`src/rtl/countdown_timer_ctrl.sv`:
```
// MM:SS countdown sequencer: SET/RUN/PAUSE/DONE control, BCD count-down, blink-driven blanking.
// Optional: define AUTO_RELOAD_EN to reload the preset at zero and pulse done instead of entering DONE.
module countdown_timer_ctrl #(
    parameter int CLK_HZ   = 50000000,
    parameter int TICK_HZ  = 1,
    parameter int BLINK_HZ = 2
) (
    input  logic        clk,
    input  logic        rst_n,
    input  logic        btn_start,
    input  logic        btn_clear,
    input  logic        btn_sel,
    input  logic        btn_inc,
    output logic [15:0] value_bcd,
    output logic [3:0]  blank,
    output logic        done,
    output logic        running
);
    localparam int TICK_DIV   = CLK_HZ / TICK_HZ;
    localparam int BLINK_HALF = CLK_HZ / (2 * BLINK_HZ);
    localparam int TW = (TICK_DIV > 1) ? $clog2(TICK_DIV) : 1;
    localparam int BW = (BLINK_HALF > 1) ? $clog2(BLINK_HALF) : 1;
    localparam logic [TW-1:0] TICK_LAST  = TW'(TICK_DIV - 1);
    localparam logic [BW-1:0] BLINK_LAST = BW'(BLINK_HALF - 1);

    localparam logic [1:0] S_SET   = 2'd0;
    localparam logic [1:0] S_RUN   = 2'd1;
    localparam logic [1:0] S_PAUSE = 2'd2;
    localparam logic [1:0] S_DONE  = 2'd3;

    logic [1:0]    state, state_n;
    logic [15:0]   preset, preset_n;
    logic [15:0]   count, count_n;
    logic [1:0]    cursor, cursor_n;
    logic [TW-1:0] tick_cnt, tick_n;
    logic [BW-1:0] blink_cnt, blink_cnt_n;
    logic          blink_ph, blink_ph_n;
    logic          reload_n;
    logic [3:0]    blank_n;

    function automatic logic [3:0] inc_dig(input logic [3:0] d, input logic [3:0] maxv);
        return (d >= maxv) ? 4'd0 : d + 4'd1;
    endfunction

    // BCD decrement with borrow; caller guarantees c != 0
    function automatic logic [15:0] bcd_dec(input logic [15:0] c);
        logic [15:0] r;
        r = c;
        if (c[3:0] != 4'd0) r[3:0] = c[3:0] - 4'd1;
        else begin
            r[3:0] = 4'd9;
            if (c[7:4] != 4'd0) r[7:4] = c[7:4] - 4'd1;
            else begin
                r[7:4] = 4'd5;
                if (c[11:8] != 4'd0) r[11:8] = c[11:8] - 4'd1;
                else begin
                    r[11:8]  = 4'd9;
                    r[15:12] = c[15:12] - 4'd1;
                end
            end
        end
        return r;
    endfunction

    logic        tick;
    logic [15:0] dec;
    assign tick = (tick_cnt == TICK_LAST);
    assign dec  = bcd_dec(count);

    assign blink_cnt_n = (blink_cnt == BLINK_LAST) ? '0 : blink_cnt + 1'b1;
    assign blink_ph_n  = blink_ph ^ (blink_cnt == BLINK_LAST);

    always_comb begin
        state_n  = state;
        preset_n = preset;
        count_n  = count;
        cursor_n = cursor;
        tick_n   = tick_cnt;
        reload_n = 1'b0;
        case (state)
            S_SET: begin
                if (btn_inc)
                    preset_n[{cursor, 2'b00} +: 4] =
                        inc_dig(preset[{cursor, 2'b00} +: 4], (cursor == 2'd1) ? 4'd5 : 4'd9);
                if (btn_sel) cursor_n = cursor + 2'd1;
                if (btn_start && !btn_clear && preset != 16'h0000) begin
                    count_n = preset;
                    tick_n  = '0;
                    state_n = S_RUN;
                end
            end
            S_RUN: begin
                if (btn_clear) begin
                    state_n = S_SET;
                    count_n = preset;
                end else begin
                    tick_n = tick ? '0 : tick_cnt + 1'b1;
                    if (tick) begin
                        if (dec == 16'h0000) begin
`ifdef AUTO_RELOAD_EN
                            count_n  = preset;
                            reload_n = 1'b1;
`else
                            count_n = 16'h0000;
                            state_n = S_DONE;
`endif
                        end else
                            count_n = dec;
                    end
                    if (btn_start && state_n == S_RUN) state_n = S_PAUSE;
                end
            end
            S_PAUSE: begin
                if (btn_clear) begin
                    state_n = S_SET;
                    count_n = preset;
                end else if (btn_start)
                    state_n = S_RUN;
            end
            S_DONE: begin
                if (btn_clear || btn_start) begin
                    state_n = S_SET;
                    count_n = preset;
                end
            end
            default: state_n = S_SET;
        endcase
    end

    always_comb begin
        blank_n = 4'b0000;
        case (state_n)
            S_SET:   blank_n = {3'b000, blink_ph_n} << cursor_n;
            S_DONE:  blank_n = {4{blink_ph_n}};
            default: blank_n = 4'b0000;
        endcase
    end

    always_ff @(posedge clk or negedge rst_n) begin
        if (!rst_n) begin
            state     <= S_SET;
            preset    <= '0;
            count     <= '0;
            cursor    <= '0;
            tick_cnt  <= '0;
            blink_cnt <= '0;
            blink_ph  <= 1'b0;
            value_bcd <= '0;
            blank     <= '0;
            done      <= 1'b0;
            running   <= 1'b0;
        end else begin
            state     <= state_n;
            preset    <= preset_n;
            count     <= count_n;
            cursor    <= cursor_n;
            tick_cnt  <= tick_n;
            blink_cnt <= blink_cnt_n;
            blink_ph  <= blink_ph_n;
            // outputs mirror the post-edge state so a pulse shows on the very next edge
            value_bcd <= (state_n == S_SET) ? preset_n : count_n;
            blank     <= blank_n;
            running   <= (state_n == S_RUN);
`ifdef AUTO_RELOAD_EN
            done      <= reload_n;
`else
            done      <= (state_n == S_DONE);
`endif
        end
    end
endmodule
```
`config.mk`:
```
export PLATFORM = sky130hd
export DESIGN_NAME = countdown_timer_ctrl
export DESIGN_NICKNAME = d
export VERILOG_FILES = /design/src/rtl/countdown_timer_ctrl.sv
export SDC_FILE = /design/constraint.sdc
export NUM_CORES = 1
export LEC_CHECK = 0
export ABC_CLOCK_PERIOD_IN_PS = 4350
export CAP_MARGIN = 20
export CORE_MARGIN = 2
export CORE_UTILIZATION = 55
export CTS_CLUSTER_DIAMETER = 30
export DETAILED_ROUTE_END_ITERATION = 6
export GPL_TIMING_DRIVEN = 0
export PLACE_DENSITY = 0.8
export SYNTH_ARGS = -nofsm -noshare
export SYNTH_HDL_FRONTEND = slang
export SYNTH_SLANG_ARGS = --single-unit
```
`constraint.sdc`:
```
create_clock -name clk -period 4.35 [get_ports clk]
set_clock_uncertainty 0.2 [all_clocks]
set_input_delay 0.435 -clock clk [delete_from_list [all_inputs] [get_ports clk]]
set_output_delay 0.435 -clock clk [all_outputs]
set_load 0.01 [all_outputs]
```
# After elaboration in Yosys (flattened, before gate mapping)
# Cells that the tools add are included.
# classes
n_addsub	9
n_lt_le_gt_ge	1
eq_ne	11
n_shift	4
n_mux	38
bitwise	1
n_reduce_logical	14
# op_table
operator	n
$mux W16	9
$mux W26	3
$pmux W16 S4	1
$pmux W26 S2	1
$add A26 B1 Y26 const B	1
$eq A26 B26 Y1 const B	1
$add A24 B1 Y24 const B	1
$eq A24 B24 Y1 const B	1
$mux W2	12
$mux W24	1
$mux W4	6
$bwmux W16	1
$logic_not A16 Y1	1
$reduce_bool A16 Y1	1
$shift A4 B6 Y16 const A	1
$shiftx A16 B5 Y4	1
$shiftx A4 B6 Y16	1
$sub A4 B1 Y4 const B	4
$mux W12	1
$reduce_bool A4 Y1	3
$eq A2 B1 Y1 const B	4
$mux W8	1
$pmux W2 S4	1
$pmux W4 S2	1
other kinds (14)	20
# word_totals
regBits	109
input_bits	6
output_inout_bits	22
elab_cells	89

# Logic depth before layout (Yosys ltp)
# Gate-level depths: netlist of run 1.
# depth
word_depth	16
ltp_mapped	12
ltp_nobuf	10

# Worst setup path before layout of run 1
# OpenSTA, ideal clock, no wires.
# synth_timing
path_type	register to register
start	register count[4]
end	register value_bcd[0]
setup_time_ps	125
t_arrival_ps	3192
required_ps	4025
slack_ps	834
stages_incl_launch_ff	11
path_buffers	3
synth_period_minus_slack_ps	3516
path_cell_list	dfrtp_1 or3_2 buf_2 nor2_1 or4b_2 nor4_1 o21ai_0 ha_1 clkbuf_1 clkbuf_1 mux2_2
# synth_via
elab_chain_len	15
elab_cells_between_ends	21
cone_classes	add/sub (1); eq/ne (1); mux (15); reduce/logical (4)
# synth_lines
item	line	rtl
start, declared	33	logic [15:0] count, count_n;
start signal, assigned	155	count <= count_n;
$sub A4 B1 Y4 / $reduce_bool A4 Y1 (equally long branches)	52	if (c[7:4] != 4'd0) r[7:4] = c[7:4] - 4'd1;
$mux W4 / $mux W8 (equally long branches)	52	
$mux W12 *	49	if (c[3:0] != 4'd0) r[3:0] = c[3:0] - 4'd1;
$logic_not A16 Y1 *	99	if (dec == 16'h0000) begin
$mux W2	99	
$mux W2	98	if (tick) begin
$mux W2	93	if (btn_clear) begin
$mux W2	80	case (state)
$eq A2 B1 Y1	110	if (btn_start && state_n == S_RUN) state_n = S_PAUSE;
$logic_and A1 B1 Y1	110	
$mux W2	110	
$mux W2	93	
$pmux W2 S4	80	
$logic_not A2 Y1	161	value_bcd <= (state_n == S_SET) ? preset_n : count_n;
$mux W16 *	161	
end signal, assigned	161	
end, declared	14	output logic [15:0] value_bcd,
# Every way passes the cells marked *; elsewhere a longest branch is shown, timed or not. The select of a mux whose other input is x is not followed.
# A chain may end at the register's enable or synchronous reset.

# Final worst setup path of run 1
# layout_timing
start	register count[6]
end	register value_bcd[7]
# layout_via
elab_chain_len	15
elab_cells_between_ends	21
cone_classes	add/sub (1); eq/ne (1); mux (15); reduce/logical (4)
# layout_lines
item	line
$sub A4 B1 Y4 / $reduce_bool A4 Y1 (equally long branches)	52
$mux W4 / $mux W8 (equally long branches)	52
$mux W12 *	49
$logic_not A16 Y1	99
$mux W2	99
$mux W2	98
$mux W2	93
$mux W2	80
$eq A2 B1 Y1	110
$logic_and A1 B1 Y1	110
$mux W2	110
$mux W2	93
$pmux W2 S4	80
$logic_not A2 Y1	161
$mux W16 *	161
# Marks and branches as above.

==> results of run 1 <==
-- cells in the mapped netlist (all sizes together) (3+ instances only) --
| cell | count | share of area, % |
|---|---|---|
| a21o | 8 | 0.94 |
| a21oi | 35 | 2.7 |
| a222oi | 3 | 0.47 |
| a22oi | 3 | 0.35 |
| a31oi | 8 | 0.78 |
| a32o | 6 | 0.94 |
| and2 | 3 | 0.29 |
| and3 | 8 | 0.82 |
| and4 | 8 | 1.1 |
| buf | 6 | 0.55 |
| clkbuf | 20 | 1.3 |
| dfrtp | 109 | 43 |
| ha | 17 | 3.3 |
| inv | 19 | 1.1 |
| mux2 | 17 | 3.0 |
| mux2i | 12 | 1.9 |
| mux4 | 4 | 1.4 |
| nand2 | 79 | 4.6 |
| nand2b | 9 | 0.88 |
| nand3 | 32 | 2.5 |
| nand4 | 14 | 1.4 |
| nand4b | 3 | 0.41 |
| nor2 | 69 | 4.0 |
| nor2b | 6 | 0.59 |
| nor3 | 18 | 1.4 |
| nor4 | 18 | 2.2 |
| nor4b | 3 | 0.41 |
| o211ai | 7 | 0.82 |
| o21a | 3 | 0.35 |
| o21ai | 50 | 3.9 |
| o221ai | 3 | 0.41 |
| o22ai | 4 | 0.39 |
| o31a | 5 | 0.68 |
| o31ai | 7 | 0.82 |
| or3 | 8 | 0.80 |
| or4 | 5 | 0.70 |
| or4b | 4 | 0.62 |
| xnor2 | 19 | 2.6 |
| xor2 | 18 | 2.5 |
-- how the worst max path moves through the flow --
stage                                          to  depth (start not counted)
after global placement     blink_cnt[2]$_DFF_PN0_                          1
after floorplan            value_bcd[0]$_DFF_PN0_                         10
after CTS                 value_bcd[13]$_DFF_PN0_                         11
after detailed placement  value_bcd[13]$_DFF_PN0_                         11
final                      value_bcd[7]$_DFF_PN0_                         11
after global routing       value_bcd[7]$_DFF_PN0_                         11
-- cell type report --
| cell class | count | area, um2 |
|---|---|---|
| Inverter | 20 | 75.07 |
| Multi-Input combinational cell | 537 | 3468 |
| Sequential cell | 109 | 2728 |
| Clock buffer | 11 | 242.7 |
| Fill cell | 956 | 4204 |
| Buffer | 27 | 153.9 |
| Tap cell | 143 | 178.9 |
| Timing Repair Buffer | 28 | 295.3 |
| Clock inverter | 5 | 72.57 |
-- flip-flops by register name, indices dropped and copies added (netlist names) --
name	count
blank	4
state	2
preset	16
running	1
cursor	2
blink_ph	1
count	16
done	1
blink_cnt	24
tick_cnt	26
value_bcd	16
-- power by group --
group	internal, mW	switching, mW	total [mW]
sequential	1.21	0.224	1.43
clock	0.478	0.404	0.881
combinational	0.703	1.07	1.77
total	2.39	1.70	4.09
-- cell families (layout without fill, tap and decap cells) --
kind of cell / Yosys count / in the layout / synth area share (%)
muxes: 33 / 33 / 6.263
AOI/OAI and AO/OA: 158 / 158 / 15.81
xor gates and xnor gates: 37 / 37 / 5.054
buffers and inverters: 47 / 91 / 3.570
DFF: 109 / 109 / 42.54
and+or+nand+nor: 292 / 292 / 23.45
adders and majority gates: 17 / 17 / 3.317
-- critical path: stages, from the launching register on --
cell and delay, ns:
dfrtp_1 0.36, bufbuf_16 0.26, nor4_1 0.44, nand2_1 0.17, nor4b_2 0.44, xor2_1 0.23, nor4_2 0.10, o21ai_0 0.29
ha_1 0.20, clkbuf_1 0.26, clkbuf_1 0.50, mux2_2 0.41
-- routing by layer --
metal	wire length (um)	global-route usage (%)	part of all wire, %	up-vias
met3	1533	7.022	8.8	52
li1	-	-	-	2628
met1	7202	38.37	41	2789
met5	0	0	0	-
met4	641	13.33	3.7	0
met2	8108	44.77	46	292
-- through the flow --
step	std cells	setup TNS (ns)	setup slack, ns
after floorplan	693	0	0.8337
after global placement	862	-157.57	-1.452
after detailed placement	863	0	0.1106
after CTS	880	0	0.1051
after global routing	880	-0.5157	-0.05915
final	880	0	0.3525
-- what timing repair did --
item                                    in CTS  in global routing
hold buffers                                 1                  0
endpoints found under the hold margin       50                  0
resized for setup                            0                  3
endpoints found under the setup margin       0                 17
==> impl_metrics.env, run 1 <==
export IMPL_pin_count=28
export IMPL_grt_pass1_vias=5509
export IMPL_syn_to_final_growth_pct=12.51
export IMPL_drive_gt1_share_pct=8.412
export IMPL_worstHoldPathCells=1
export IMPL_max_slew_margin_pct=31.95
export IMPL_r2r_end="value_bcd[7]$_DFF_PN0_"
export IMPL_async_flop_share_pct=100.0
export IMPL_synth_edf_count=0
export IMPL_drc=0
export IMPL_clkTransAtPathRegs_ns=0.08
export IMPL_finalCritPeriodShare_pct=91.90
export IMPL_cts_root_buf="clkbuf_16"
export IMPL_hold_slack_ns=0.2673
export IMPL_place_gp_congestion=0.9370
export IMPL_htree_levels=3
export IMPL_wl_um=17490
export IMPL_p_leak_nw=3.037
export IMPL_setup_viol=0
export IMPL_ant_nets=0
export IMPL_min_path_type="reg -> reg"
export IMPL_io_buffers=26
export IMPL_core_area_um2=11420
export IMPL_final_cell_mix="dfrtp_1 (109), nand2_1 (79), nor2_1 (69)"
export IMPL_cp_required_ns=4.39
export IMPL_final_cell_area_um2=7214
export IMPL_die_y_um=112.0
export IMPL_synth_avg_cell_area_um2=9.253
export IMPL_yosysWarningCount=0
export IMPL_worstRegToRegCells=11
export IMPL_ff2ff_setup_slack_ns=0.35
export IMPL_antenna_found_initial=0
export IMPL_firstDrtPassIters=5
export IMPL_syn_area_um2=6412
export IMPL_arrival_ns=4.04
export IMPL_maxSlewViolCount=0
export IMPL_via_count=5761
export IMPL_synthFlopType="dfrtp_1"
export IMPL_cts_setup_buffers=0
export IMPL_dp_hpwl_um=12620
export IMPL_tritoncts="built"
export IMPL_cts_sinks=109
export IMPL_routed_via_density=6.547
export IMPL_grt_use_total_pct=28.80
export IMPL_final_common_cell="dfrtp_1"
export IMPL_grt_pass1_wl_um=28520
export IMPL_power_mw=4.086
export IMPL_status="finished clean"
export IMPL_worstSetupEndpointType="register"
export IMPL_cts_made_buffers=9
export IMPL_place_area_um2=6877
export IMPL_cp_max_fo=10
export IMPL_crit_path_start_kind="register"
export IMPL_utilization_pct=63.18
export IMPL_yosysUniqueCellTypes=68
export IMPL_die_x_um=112.0
export IMPL_cts_buffer_depth=2
export IMPL_die_area_um2=12540
export IMPL_tightestPinTransition_ns=1.007
export IMPL_peakVddDrop_uv=432.9
export IMPL_worstSetupStartpoint="count[6]$_DFF_PN0_"
export IMPL_max_cap_violations=0
export IMPL_nets=755
export IMPL_r2r_start="count[6]$_DFF_PN0_"
export IMPL_antennaDiodeCount=0
export IMPL_holdPathEnd="blink_ph$_DFF_PN0_"
export IMPL_syn_inst=693
export IMPL_grt_max_degree=60
export IMPL_wl_per_cell_um=19.87
export IMPL_start_util_pct=56.16
export IMPL_pwr_density_cell_nw_per_um2=566.4
export IMPL_fp_row_count=39
export IMPL_grt_overflow=0
export IMPL_hold_viol_final=0
export IMPL_timing_fmax_mhz=250.2
export IMPL_synth_seq_area_share_pct=42.54
export IMPL_path_class="reg -> reg"
export IMPL_hold_start="blink_ph$_DFF_PN0_"
export IMPL_fin_crit_ns=3.997
export IMPL_insertion_delay_ns=0.36
export IMPL_drt_iter0_markers=635
export IMPL_syn_nets=716
export IMPL_ys_ff_latch=109
(Power assumes the default switching activity.)
==> run 2, diff against run 1 <==
--- a/config.mk
+++ b/config.mk
@@ -7,7 +7,6 @@
 export LEC_CHECK = 0
 export ABC_CLOCK_PERIOD_IN_PS = 4350
 export CAP_MARGIN = 20
-export CORE_MARGIN = 2
 export CORE_UTILIZATION = 55
 export CTS_CLUSTER_DIAMETER = 30
 export DETAILED_ROUTE_END_ITERATION = 6
==> impl_metrics.env, run 2 (same netlist as run 1, synthesis figures left out) <==
export IMPL_grt_max_degree=60
export IMPL_cp_max_fo=10
export IMPL_cts_buffer_depth=2
export IMPL_use_met3_pct=7.231
export IMPL_antennaDiodeCount=0
export IMPL_max_cap_violations=0
export IMPL_p_leak_nw=3.032
export IMPL_pwr_density_cell_nw_per_um2=564.6
export IMPL_die_x_um=110.0
export IMPL_grt_pass1_wl_um=27960
export IMPL_ant_nets=0
export IMPL_core_area_um2=11370
export IMPL_maxSlewViolCount=0
export IMPL_min_path_type="reg -> reg"
export IMPL_antenna_found_initial=0
export IMPL_rsz0062_at_grt="no"
export IMPL_drc=0
export IMPL_largest_register="tick_cnt"
export IMPL_via_count=5710
export IMPL_grt_use_total_pct=30.78
export IMPL_tightestPinTransition_ns=0.8761
export IMPL_drt_iter0_markers=582
export IMPL_peakVddDrop_uv=417.2
export IMPL_nets=755
export IMPL_die_area_um2=12090
export IMPL_critPathSlowestCell="or4b_2"
export IMPL_tritoncts="built"
export IMPL_cts_root_buf="clkbuf_16"
export IMPL_hold_viol_final=0
export IMPL_pin_count=28
export IMPL_fin_crit_ns=4.110
export IMPL_met2_usage_pct=48.13
export IMPL_syn_to_final_growth_pct=12.45
export IMPL_finalCritPeriodShare_pct=94.48
export IMPL_max_slew_margin_pct=41.14
export IMPL_crit_path_start_kind="register"
export IMPL_finalSetupTns_ns=0
export IMPL_cp_required_ns=4.37
export IMPL_worstHoldPathCells=1
export IMPL_worstRegToRegCells=10
export IMPL_die_y_um=110.0
export IMPL_top_usage_layer="met2"
export IMPL_arrival_ns=4.13
export IMPL_dp_hpwl_um=12440
export IMPL_htree_levels=3
export IMPL_worstSetupEndpointType="register"
export IMPL_cts_sinks=109
export IMPL_grt_overflow=0
export IMPL_cpMostUsedCell="clkbuf_1"
export IMPL_fp_row_count=39
export IMPL_final_common_cell="dfrtp_1"
export IMPL_top_regs="tick_cnt x26, blink_cnt x24"
export IMPL_wl_um=17530
export IMPL_start_util_pct=56.40
export IMPL_setup_viol=0
export IMPL_routed_via_density=6.489
export IMPL_drive_gt1_share_pct=8.548
export IMPL_cts_made_buffers=9
export IMPL_clkTransAtPathRegs_ns=0.08
export IMPL_timing_fmax_mhz=243.3
export IMPL_insertion_delay_ns=0.38
export IMPL_grtUsageMet1_pct=41.16
export IMPL_final_cell_mix="dfrtp_1 (109), nand2_1 (79), nor2_1 (69)"
export IMPL_firstDrtPassIters=6
export IMPL_status="finished clean"
export IMPL_hold_slack_ns=0.2715
export IMPL_place_gp_congestion=0.9433
export IMPL_path_cells="or3_2, buf_2, nor2_1, or4b_2, nor4_2, o21ai_0, ha_1, clkbuf_1, clkbuf_1, o311ai_1"
export IMPL_grt_pass1_vias=5397
export IMPL_path_class="reg -> reg"
export IMPL_wl_per_cell_um=19.92
export IMPL_largest_reg_flops=26
export IMPL_critical_path_max_stage_delay_ns=0.65
export IMPL_io_buffers=26
[run 2: cell count changes in the layout (fill, tap and decap cells not counted), sizes merged]
cell | previous run | this run
clkinv | 1 | 5
clkbuf | 31 | 29
bufinv | 1 | 0
inv | 23 | 22
[run 2: power by group]
group | leakage (nW) | total (mW) | switching, mW | internal [mW]
Combinational | 1.41 | 1.78 | 1.08 | 0.704
Sequential | 1.47 | 1.44 | 0.228 | 1.21
Clock | 0.151 | 0.853 | 0.440 | 0.413
[run 2: final timing paths]
kind	start	end	slack [ns]
max reg2reg	count[4]$_DFF_PN0_	value_bcd[13]$_DFF_PN0_	0.24
min	blink_ph$_DFF_PN0_	blink_ph$_DFF_PN0_	0.27
min reg2reg	blink_ph$_DFF_PN0_	blink_ph$_DFF_PN0_	0.27
min in group asynchronous	rst_n	tick_cnt[2]$_DFFE_PN0P_	0.43
max	count[4]$_DFF_PN0_	value_bcd[13]$_DFF_PN0_	0.24
max in group asynchronous	rst_n	preset[1]$_DFF_PN0_	2.81
[run 2: worst max-delay path: cells and delay by family, from the launching register on]
kind / cells / cell delay [ns]
buffers and inverters: 3 / 0.67
AOI/OAI and AO/OA: 2 / 0.71
and+or+nand+nor: 4 / 1.66
adders and majority gates: 1 / 0.23
DFF: 1 / 0.48
[run 2: per-stage QoR]
step	utilization [%]	instance area, um2	worst slack, ns	std cells	total power, mW
after floorplan	-	6412	0.8337	693	2.576
after global placement	60.26	6852	-1.396	862	3.111
after detailed placement	60.48	6877	-0.03370	863	3.155
after CTS	63.37	7204	0.06088	880	4.021
after global routing	63.42	7211	0.01438	880	4.289
final	63.42	7211	0.2402	880	4.071
[run 2: layout make-up]
cell class                 count  area (um2)
sequential                   109        2728
timing repair buffer          28       295.3
inverter                      20       75.07
multi-input combinational    537        3468
tap                          143       178.9
fill                         946        4159
buffer                        27       153.9
clock inverter                 7       86.33
clock buffer                   9       225.2
[run 2: metal layers]
layer | vias to the layer above | routed length, um | share of wire (%)
met4 | 0 | 574 | 3.3
met5 | - | 0 | 0
met1 | 2783 | 7495 | 43
li1 | 2621 | - | -
met2 | 252 | 8191 | 47
met3 | 54 | 1264 | 7.2
[run 2: what timing repair did]
item,CTS,global route
gates cloned,0,0
resized for setup,1,2
setup buffers,0,0
hold buffers,1,0
endpoints found under the hold margin,50,0
endpoints found under the setup margin,1,11
pin swaps,0,0
==> run 3, diff against run 2 <==
--- a/config.mk
+++ b/config.mk
@@ -5,7 +5,7 @@
 export SDC_FILE = /design/constraint.sdc
 export NUM_CORES = 1
 export LEC_CHECK = 0
-export ABC_CLOCK_PERIOD_IN_PS = 4350
+export ABC_CLOCK_PERIOD_IN_PS = 4800
 export CAP_MARGIN = 20
 export CORE_UTILIZATION = 55
 export CTS_CLUSTER_DIAMETER = 30
==> constraint.sdc (replaced) <==
create_clock -name clk -period 4.8 [get_ports clk]
set_clock_uncertainty 0.2 [all_clocks]
set_input_delay 0.48 -clock clk [delete_from_list [all_inputs] [get_ports clk]]
set_output_delay 0.48 -clock clk [all_outputs]
set_load 0.01 [all_outputs]
==> impl_metrics.env, run 3 (same netlist as run 1, synthesis figures left out) <==
export IMPL_post_cts_resized=0
export IMPL_ant_nets=0
export IMPL_finalCritPeriodShare_pct=94.39
export IMPL_p_sw_mw=1.572
export IMPL_drive_gt1_share_pct=8.277
export IMPL_utilization_pct=63.31
export IMPL_min_path_type="reg -> reg"
export IMPL_rsz0062_at_grt="no"
export IMPL_start_util_pct=56.40
export IMPL_drc=0
export IMPL_multi_input_area_um2=3456
export IMPL_pin_count=28
export IMPL_core_area_um2=11370
export IMPL_met3_length_um=1411
export IMPL_maxSlewViolCount=0
export IMPL_hold_buffers=1
export IMPL_worstSetupStartpoint="count[6]$_DFF_PN0_"
export IMPL_grt_max_degree=60
export IMPL_worstSetupEndpoint="value_bcd[13]$_DFF_PN0_"
export IMPL_fillers=948
export IMPL_cp_required_ns=4.80
export IMPL_insertion_delay_ns=0.37
export IMPL_peakVddDrop_uv=378.4
export IMPL_timing_fmax_mhz=220.7
export IMPL_regArea_um2=2728
export IMPL_r2r_end="value_bcd[13]$_DFF_PN0_"
export IMPL_pwr_density_cell_nw_per_um2=510.8
export IMPL_met1_length_um=7347
export IMPL_clkTransAtPathRegs_ns=0.08
export IMPL_routed_via_density=6.500
export IMPL_largest_register="tick_cnt"
export IMPL_met2_length_um=8104
export IMPL_cts_buffer_depth=2
export IMPL_power_frac_seq_pct=35.3
export IMPL_top_regs="tick_cnt x26, blink_cnt x24"
export IMPL_status="finished clean"
export IMPL_htree_levels=3
export IMPL_grt_pass1_vias=5381
export IMPL_antenna_found_initial=0
export IMPL_p_clk_share_pct=21.0
export IMPL_fp_row_count=39
export IMPL_cts_root_buf="clkbuf_16"
export IMPL_grt_use_total_pct=30.66
export IMPL_nets=755
export IMPL_max_slew_margin_pct=39.89
export IMPL_p_leak_nw=3.030
export IMPL_dp_hpwl_um=12440
export IMPL_arrival_ns=4.53
export IMPL_die_x_um=110.0
export IMPL_cts_made_buffers=9
export IMPL_p_int_mw=2.105
export IMPL_hold_viol_final=0
export IMPL_cts_setup_buffers=0
export IMPL_firstDrtPassIters=5
export IMPL_via_count=5720
export IMPL_largest_reg_flops=26
export IMPL_tritoncts="built"
export IMPL_path_class="reg -> reg"
export IMPL_drt_iter0_markers=631
export IMPL_syn_to_final_growth_pct=12.25
export IMPL_combPwrFrac_pct=43.7
export IMPL_wl_per_cell_um=19.82
export IMPL_antennaDiodeCount=0
export IMPL_final_common_cell="dfrtp_1"
export IMPL_grt_pass1_wl_um=27860
export IMPL_wl_um=17440
export IMPL_io_buffers=26
export IMPL_cts_sinks=109
export IMPL_setup_viol=0
export IMPL_worstSetupEndpointType="register"
export IMPL_crit_path_start_kind="register"
export IMPL_tightestPinTransition_ns=0.9016
export IMPL_worstRegToRegCells=11
export IMPL_grt_overflow=0
export IMPL_place_gp_congestion=0.9433
export IMPL_max_cap_violations=0
export IMPL_swShare_pct=42.76
export IMPL_ff2ff_setup_slack_ns=0.27
export IMPL_die_y_um=110.0
export IMPL_fin_crit_ns=4.531
export IMPL_die_area_um2=12090
export IMPL_routed_top_layer="met4"
export IMPL_hold_slack_ns=0.2716
export IMPL_r2r_start="count[6]$_DFF_PN0_"
export IMPL_cp_max_fo=10
export IMPL_final_cell_mix="dfrtp_1 (109), nand2_1 (79), nor2_1 (69)"
## run 3: through the flow
| stage | worst slack, ns | std cells | power, mW | setup TNS (ns) | area, um2 |
|---|---|---|---|---|---|
| after floorplan | 1.284 | 693 | 2.334 | 0 | 6412 |
| after global placement | -0.9908 | 862 | 2.819 | -107.29 | 6852 |
| after detailed placement | 0.4163 | 863 | 2.859 | 0 | 6877 |
| after CTS | 0.3506 | 880 | 3.642 | 0 | 7198 |
| after global routing | 0.1160 | 880 | 3.879 | 0 | 7198 |
| final | 0.2694 | 880 | 3.677 | 0 | 7198 |
## run 3: metal layers
layer  vias to the layer above  track usage (%)
li1                       2620                -
met1                      2766            41.12
met2                       280            48.04
met3                        54            7.113
met4                         0            12.10
met5                         -                0
## run 3: power groups by stage
stage,logic [mW],registers (mW),clock network [mW]
after floorplan,1.07,1.27,0
after global placement,1.52,1.30,0
after detailed placement,1.55,1.30,0
after CTS,1.57,1.29,0.780
after global routing,1.74,1.32,0.819
final,1.61,1.30,0.771
## run 3: layout make-up
class | count | share of cell area, %
Inverter | 20 | 1.043
Clock inverter | 7 | 1.199
Sequential cell | 109 | 37.89
Timing Repair Buffer | 28 | 4.102
Multi-Input combinational cell | 537 | 48.01
Tap cell | 143 | 2.486
Buffer | 27 | 2.138
Clock buffer | 9 | 3.129
## run 3: worst min path at each step
stage	cells past startpoint	slack (ns)	start	end
after floorplan	0	-0.02	rst_n	blank[0]$_DFF_PN0_
after global placement	1	0.26	blink_ph$_DFF_PN0_	blink_ph$_DFF_PN0_
after detailed placement	1	0.26	blink_ph$_DFF_PN0_	blink_ph$_DFF_PN0_
after CTS	1	0.27	blink_ph$_DFF_PN0_	blink_ph$_DFF_PN0_
after global routing	1	0.29	blink_ph$_DFF_PN0_	blink_ph$_DFF_PN0_
final	1	0.27	blink_ph$_DFF_PN0_	blink_ph$_DFF_PN0_
## run 3: worst max-delay path, cell delays in order (launching register included)
cell and delay (ns):
dfrtp_1 0.37, bufbuf_16 0.27, nor4_1 0.41, nand2_1 0.14, nor4b_1 0.60, xor2_1 0.14
nor4_1 0.62, o21ai_0 0.25, ha_1 0.24, clkbuf_1 0.19, clkbuf_1 0.32, o311ai_0 0.63
